<file path="src/rtl/adder_pkg.sv">
// adder_pkg: shared defaults, operation encoding and signed-overflow helper for the pipelined adder.
package adder_pkg;
  localparam int DEF_WIDTH = 32;
  localparam int DEF_STAGES = 4;
  typedef enum logic {OP_ADD = 1'b0, OP_SUB = 1'b1} add_op_t;
  function automatic logic signed_ovf(input logic sign_a, input logic sign_b, input logic msb);
    return (sign_a == sign_b) && (msb != sign_a);
  endfunction
endpackage

</file>
<file path="src/rtl/pipelined_adder_if.sv">
// pipelined_adder_if: operand/result valid-ready bundle; master drives operands, slave returns results.
interface pipelined_adder_if import adder_pkg::*; #(
  parameter int WIDTH = DEF_WIDTH
);
  logic             in_valid, in_ready, cin, sub;
  logic             out_valid, out_ready, cout, overflow;
  logic [WIDTH-1:0] a, b, sum;
  modport master (
    output in_valid, a, b, cin, sub, out_ready,
    input  in_ready, out_valid, sum, cout, overflow
  );
  modport slave (
    input  in_valid, a, b, cin, sub, out_ready,
    output in_ready, out_valid, sum, cout, overflow
  );
endinterface

</file>
<file path="src/rtl/adder_slice.sv">
// adder_slice: combinational WIDTH-bit a+b+ci with carry out.
module adder_slice #(
  parameter int WIDTH = 8
) (
  input  logic [WIDTH-1:0] a_i,
  input  logic [WIDTH-1:0] b_i,
  input  logic             ci_i,
  output logic [WIDTH-1:0] s_o,
  output logic             co_o
);
  assign {co_o, s_o} = {1'b0, a_i} + {1'b0, b_i} + {{WIDTH{1'b0}}, ci_i};
endmodule

</file>
<file path="src/rtl/pipelined_adder.sv">
// pipelined_adder: WIDTH-bit add/subtract, one SLICE-bit carry slice per stage, valid/ready with full backpressure.
module pipelined_adder import adder_pkg::*; #(
  parameter int WIDTH = DEF_WIDTH,
  parameter int STAGES = DEF_STAGES
) (
  input logic              clk,
  input logic              rst_n,
  pipelined_adder_if.slave bus
);
  localparam int SLICE = WIDTH / STAGES;
  if (STAGES < 1 || WIDTH % STAGES != 0) begin : g_bad_cfg
    $error("pipelined_adder: WIDTH must be a multiple of STAGES");
  end
  add_op_t          op;
  logic [WIDTH-1:0] b_eff;
  logic             chain;
  logic [WIDTH-1:0] a_s [STAGES];
  logic [WIDTH-1:0] b_s [STAGES];
  logic [WIDTH-1:0] sum_s [STAGES];
  logic [WIDTH-1:0] sum_d [STAGES];
  logic [SLICE-1:0] s_w [STAGES];
  logic             c_w [STAGES];
  logic [STAGES-1:0] v_s, co_s, sa_s, sb_s, rdy;
  logic [WIDTH-1:0] a_q [STAGES];
  logic [WIDTH-1:0] b_q [STAGES];
  logic [WIDTH-1:0] sum_q [STAGES];
  logic [STAGES-1:0] vld_q, co_q, sa_q, sb_q;
  assign op = add_op_t'(bus.sub);
  assign b_eff = (op == OP_SUB) ? ~bus.b : bus.b;
  // Index k of each *_s array is what stage k consumes: the input port for k=0, stage k-1 otherwise.
  always_comb begin
    a_s[0] = bus.a;
    b_s[0] = b_eff;
    sum_s[0] = '0;
    v_s[0] = bus.in_valid;
    co_s[0] = (op == OP_SUB) || bus.cin;
    sa_s[0] = bus.a[WIDTH-1];
    sb_s[0] = b_eff[WIDTH-1];
    for (int k = 1; k < STAGES; k++) begin
      a_s[k] = a_q[k-1];
      b_s[k] = b_q[k-1];
      sum_s[k] = sum_q[k-1];
      v_s[k] = vld_q[k-1];
      co_s[k] = co_q[k-1];
      sa_s[k] = sa_q[k-1];
      sb_s[k] = sb_q[k-1];
    end
  end
  for (genvar k = 0; k < STAGES; k++) begin : g_stage
    adder_slice #(.WIDTH(SLICE)) u_slice (
      .a_i  (a_s[k][k*SLICE +: SLICE]),
      .b_i  (b_s[k][k*SLICE +: SLICE]),
      .ci_i (co_s[k]),
      .s_o  (s_w[k]),
      .co_o (c_w[k])
    );
  end
  always_comb begin
    for (int k = 0; k < STAGES; k++) begin
      sum_d[k] = sum_s[k];
      sum_d[k][k*SLICE +: SLICE] = s_w[k];
    end
  end
  // Ready ripples back from the output so empty stages keep absorbing beats during a stall.
  always_comb begin
    chain = bus.out_ready;
    rdy = '0;
    for (int k = STAGES - 1; k >= 0; k--) begin
      chain = !vld_q[k] || chain;
      rdy[k] = chain;
    end
  end
  always_ff @(posedge clk) begin
    if (!rst_n) begin
      vld_q <= '0;
      co_q <= '0;
      sa_q <= '0;
      sb_q <= '0;
      a_q <= '{default: '0};
      b_q <= '{default: '0};
      sum_q <= '{default: '0};
    end else begin
      for (int k = 0; k < STAGES; k++) begin
        if (rdy[k]) vld_q[k] <= v_s[k];
        if (rdy[k] && v_s[k]) begin
          a_q[k] <= a_s[k];
          b_q[k] <= b_s[k];
          sum_q[k] <= sum_d[k];
          co_q[k] <= c_w[k];
          sa_q[k] <= sa_s[k];
          sb_q[k] <= sb_s[k];
        end
      end
    end
  end
  assign bus.in_ready = rdy[0];
  assign bus.out_valid = vld_q[STAGES-1];
  assign bus.sum = sum_q[STAGES-1];
  assign bus.cout = co_q[STAGES-1];
  assign bus.overflow = signed_ovf(sa_q[STAGES-1], sb_q[STAGES-1], sum_q[STAGES-1][WIDTH-1]);
endmodule

</file>
<file path="src/flat_wrapper.sv">
// flat-port wrapper written by rule: the top's interface ports become plain ports
module pipelined_adder_flat import adder_pkg::*;
#(
  parameter int WIDTH = DEF_WIDTH,
  parameter int STAGES = DEF_STAGES
)
  (clk, rst_n, bus_in_valid, bus_a, bus_b, bus_cin, bus_sub, bus_out_ready, bus_in_ready, bus_out_valid, bus_sum, bus_cout, bus_overflow);
  pipelined_adder_if #(.WIDTH(WIDTH)) bus_i ();
  input logic clk;
  input logic rst_n;
  input wire logic [$bits(bus_i.in_valid)-1:0] bus_in_valid;
  input wire logic [$bits(bus_i.a)-1:0] bus_a;
  input wire logic [$bits(bus_i.b)-1:0] bus_b;
  input wire logic [$bits(bus_i.cin)-1:0] bus_cin;
  input wire logic [$bits(bus_i.sub)-1:0] bus_sub;
  input wire logic [$bits(bus_i.out_ready)-1:0] bus_out_ready;
  output wire logic [$bits(bus_i.in_ready)-1:0] bus_in_ready;
  output wire logic [$bits(bus_i.out_valid)-1:0] bus_out_valid;
  output wire logic [$bits(bus_i.sum)-1:0] bus_sum;
  output wire logic [$bits(bus_i.cout)-1:0] bus_cout;
  output wire logic [$bits(bus_i.overflow)-1:0] bus_overflow;
  assign bus_i.in_valid = bus_in_valid;
  assign bus_i.a = bus_a;
  assign bus_i.b = bus_b;
  assign bus_i.cin = bus_cin;
  assign bus_i.sub = bus_sub;
  assign bus_i.out_ready = bus_out_ready;
  assign bus_in_ready = bus_i.in_ready;
  assign bus_out_valid = bus_i.out_valid;
  assign bus_sum = bus_i.sum;
  assign bus_cout = bus_i.cout;
  assign bus_overflow = bus_i.overflow;
  pipelined_adder #(.WIDTH(WIDTH), .STAGES(STAGES)) u_core (.clk(clk), .rst_n(rst_n), .bus(bus_i));
endmodule
</file>
<file path="config.mk">
export PLATFORM = sky130hd
export DESIGN_NAME = pipelined_adder_flat
export DESIGN_NICKNAME = d
export VERILOG_FILES = /design/src/rtl/adder_pkg.sv /design/src/rtl/pipelined_adder_if.sv /design/src/rtl/adder_slice.sv /design/src/rtl/pipelined_adder.sv /design/src/flat_wrapper.sv
export SDC_FILE = /design/constraint.sdc
export NUM_CORES = 1
export LEC_CHECK = 0
export ABC_AREA = 0
export ABC_CLOCK_PERIOD_IN_PS = 2730
export CORE_MARGIN = 2
export CORE_UTILIZATION = 45
export DETAILED_ROUTE_END_ITERATION = 8
export PLACE_DENSITY_LB_ADDON = 0.25
export SETUP_SLACK_MARGIN = 0.1
export SLEW_MARGIN = 10
export SYNTH_ARGS = -nofsm -noshare
export SYNTH_HDL_FRONTEND = slang
export SYNTH_HIERARCHICAL = 1
export SYNTH_SLANG_ARGS = --single-unit
</file>
<file path="constraint.sdc">
create_clock -name clk -period 2.73 [get_ports clk]
set_input_delay 0.819 -clock clk [delete_from_list [all_inputs] [get_ports clk]]
set_output_delay 0.819 -clock clk [all_outputs]
set_load 0.02 [all_outputs]
</file>
==> metrics.md <==
| Metric | Value |
|---|---|
| Num ports | `106` |
| Synthesis-to-finish area growth | `21.3%` |
| Final setup vio count | `0` |
| TritonCTS buffer count | `17` |
| Post-Synth Simple-Gate Area | `15.5%` |
| Multiplexer share of the synthesized area | `6.74%` |
| Fmax | `394 MHz` |
| Layout cell share with drive strength beyond 1 | `6.81%` |
| Synth Area in Compound Gates | `19.3%` |
| Synth Cell Area | `0.00876 mm^2` |
| Critical-path top delay cell | `and4b_2` |
| Critical R2R Launch | `u_core/a_q[80]` |
| Iteration-0 DRC Markers | `392` |
| RR Endpoint | `u_core/sum_d[22]` |
| # DRC | `0` |
| Post-synthesis xor/xnor area fraction | `4.80%` |
| # rows | `51` |
| Gr usage total | `19.8%` |
| Final worst-path cycle share | `93.0%` |
| Power Density | `578 mW/mm^2` |
| Met3 wire length | `747 um` |
| Clk_lat worst skew | `0.42 ns` |
| Die H | `144 um` |
| CTS tree | `done` |
| Outcome | `finished, final reports clean` |
| Postcts setup bufs | `0` |
| Drt total wl | `19.8 mm` |
| Pleak | `4.06 nW` |
| Horiz. Die Dim | `144 um` |
| Hold_sp | `u_core/a_q[120]` |
| Met1 WL | `10.2 mm` |
| # diodes | `0` |
| Hold Path Class | `reg -> reg` |
| Worst-Margin Slew | `1.05 ns` |
| Grt total ovfl | `0` |
| Post-synthesis adder-cell area fraction | `5.83%` |
| Peak VDD IR | `0.484 mV` |
| Core ar. | `0.0193 mm^2` |
| Crit-path leading delay family | `buffers and inverters` |
| Arr. time, crit path | `1.72 ns` |
| Gpl congestion | `0.843` |
| Worst Path Buf+Inv | `2` |
| Main combinational cell family by area after synthesis | `compound AO/OA/AOI/OAI gates` |
| Sink Count | `186` |
| Required @ worst endpoint | `1.91 ns` |
| Total die area | `0.0206 mm^2` |
| Critical path type | `in -> out` |
| Fill count | `1858` |
| CTS root buf | `clkbuf_16` |
| Worst Hold Depth | `2` |
| Max-Cap Viols | `0` |
| CP Max Fanout | `6` |
| WL met2 | `8.66 mm` |
| Hold WS | `0.459 ns` |
| Setup crit start | `bus_out_ready` |
| Slew Viols, Final | `0` |
| IO buf count | `105` |
| R2r worst-path depth | `8` |
| Largest net degree at the start of global routing | `130` |
| Remaining antenna violation count | `0` |
| Worst slew margin | `30.1%` |
| Pre-antenna DRT Iters | `5` |
| Crit path capture type | `primary output` |
| Initial antenna violation count | `0` |
| Skew final | `0.00805 ns` |
| Vias | `7359` |
| Unique cell type count in the Yosys netlist | `40` |
| Vias in the first global route | `6726` |
| Sequential area share after synthesis | `42.5%` |
| Clock Tree Buf Depth | `2` |
| Final TNS setup | `0 ns` |
| DP Wirelength | `13.7 mm` |
| Routed WL per cell | `14.4 um` |
| Initial Utilization | `45.5%` |
| Layout Nets | `1210` |
| Clock Pin Slew Worst Setup and Hold Paths | `0.06 ns` |
| Vias per Instance | `5.33` |
| Hold endpoint | `u_core/a_q[120]` |
| Worst R2R Setup Slack | `0.56 ns` |
| RSZ-0062 raised after global routing | `no` |
| H-tree Lvls | `4` |
| Slowest Stage Delay on Critical Path | `0.36 ns` |
| Synth Instances | `1041` |
| First-pass GRT wire length | `33.3 mm` |
| Crit path launch type | `input port` |
| Max layer used | `met4` |
| Post-Syn Nets | `1147` |
| Synth Warn # | `6` |
| CP Cell Sequence | `dlygate4sd2_1 -> and4b_2 -> nand2_1 -> buf_2` |
| Tmin final | `2.54 ns` |
| Syn_area_per_cell | `8.42 um^2` |
| Flops & latches, synth | `186` |
| Hold Vio Cnt, Final | `0` |
-- logic make-up after synthesis --
| logic type | count (synthesis) |
|---|---|
| adder cells (fa/ha/maj) | 36 |
| XOR/XNOR | 48 |
| AND/OR/NAND/NOR | 295 |
| AO/OA/AOI/OAI | 311 |
| flip-flops | 186 |
| multiplexers | 59 |
| buffers and inverters | 106 |
-- metrics by stage --
stage | util [%] | power, mW | setup slack [ns] | instance area, um^2 | instances
detailed placement | 52.0 | 3.62 | -0.477 | 10000 | 1350
finish | 55.2 | 6.14 | 0.191 | 10600 | 1381
global placement | 52.0 | 3.61 | -0.481 | 10000 | 1350
global route | 55.2 | 6.40 | 0.109 | 10600 | 1381
floorplan | - | 3.39 | -0.0119 | 8790 | 1041
CTS | 55.2 | 6.20 | 0.109 | 10600 | 1381
-- registers in the layout, summed over array words and instances, names as in the netlist --
name and flops:
u_core/a_q 48, u_core/bus.sum 32, u_core/sa_q 1, u_core/sb_q 1, u_core/sum_d 48, u_core/co_q 4
u_core/vld_q 4, u_core/b_q 48
-- worst min-delay path: cells and delay by family, from the launching register on --
| kind | cells | cell delay [ns] |
|---|---|---|
| flops | 1 | 0.31 |
| mux | 1 | 0.05 |
| simple gates | 1 | 0.05 |
-- Yosys cell counts --
| library cell | instances | area, um^2 |
|---|---|---|
| a2111oi_0 | 2 | 17.5 |
| a21boi_2 | 1 | 11.3 |
| a21o_1 | 8 | 60.1 |
| a21oi_1 | 147 | 736 |
| a21oi_2 | 2 | 17.5 |
| a221oi_1 | 2 | 17.5 |
| a311o_1 | 8 | 80.1 |
| and3b_1 | 1 | 8.76 |
| and4b_1 | 1 | 10.0 |
| buf_1 | 1 | 3.75 |
| buf_2 | 11 | 55.1 |
| buf_4 | 3 | 22.5 |
| buf_6 | 2 | 22.5 |
| buf_8 | 3 | 45.0 |
| clkbuf_1 | 70 | 263 |
| dfxtp_1 | 186 | 3720 |
| fa_1 | 8 | 160 |
| ha_1 | 28 | 350 |
| inv_1 | 12 | 45.0 |
| inv_2 | 4 | 15.0 |
| mux2i_1 | 59 | 591 |
| nand2_1 | 127 | 477 |
| nand2b_1 | 3 | 18.8 |
| nand3_1 | 133 | 666 |
| nand3b_1 | 3 | 22.5 |
| nand4_1 | 2 | 12.5 |
| nand4b_2 | 1 | 15.0 |
| nor2_1 | 6 | 22.5 |
| nor2b_1 | 7 | 43.8 |
| nor3_1 | 6 | 30.0 |
| nor4_1 | 4 | 25.0 |
| o211ai_1 | 2 | 15.0 |
| o21a_1 | 2 | 15.0 |
| o21ai_0 | 130 | 651 |
| o21ai_4 | 1 | 16.3 |
| o21bai_1 | 4 | 30.0 |
| o221a_2 | 2 | 22.5 |
| or2_2 | 1 | 6.26 |
| xnor2_1 | 8 | 70.1 |
| xor2_1 | 40 | 350 |
-- repair_timing --
action | in CTS | in global routing
hold buffers | 0 | 0
pin swaps | 0 | 4
gates resized for setup | 6 | 0
setup endpoints to repair | 1 | 2
-- cell usage in the layout, fill, tap and decap left out, drive strengths merged, types with 4 or more instances in the layout --
cell,n
dfxtp,186
a21oi,149
nand3,133
o21ai,131
nand2,127
clkdlybuf4s50,101
mux2i,59
xor2,40
buf,32
ha,28
clkbuf,24
inv,15
a21o,8
xnor2,8
a311o,8
fa,8
nor2b,7
nor2,6
nor3,6
bufinv,4
nor4,4
o21bai,4
clkinv,4
-- area by class of cell --
class / instances / area [um^2] / share of cell area [%]
multi-input combinational: 749 / 4590 / 43.2
clock buffer: 24 / 482 / 4.53
clock inverter: 7 / 139 / 1.31
tap: 265 / 332 / 3.12
inverter: 16 / 61.3 / 0.577
sequential: 186 / 3720 / 35.0
timing repair buffer: 134 / 1310 / 12.3
-- metal layers --
layer / track usage, % / vias up
met1: 29.5 / 3385
li1: - / 3776
met3: 3.23 / 22
met2: 29.7 / 176
met4: 5.21 / 0
met5: 0 / -
-- worst max-delay path by stage --
stage,endpoint,slack [ns],cells after the start
floorplan,u_core/sum_d[70],-0.01,10
global placement,bus_in_ready,-0.48,4
detailed placement,bus_in_ready,-0.48,4
CTS,u_core/sum_d[70],0.11,9
global route,u_core/sum_d[70],0.11,9
finish,bus_in_ready,0.19,4
-- power by group --
group / internal (mW) / leakage, nW / switching [mW]
sequential: 2.82 / 1.51 / 0.0616
combinational: 0.325 / 2.24 / 0.356
clock: 1.60 / 0.304 / 0.983
total: 4.74 / 4.06 / 1.40
No activity file was read; power rests on OpenSTA's default activity.
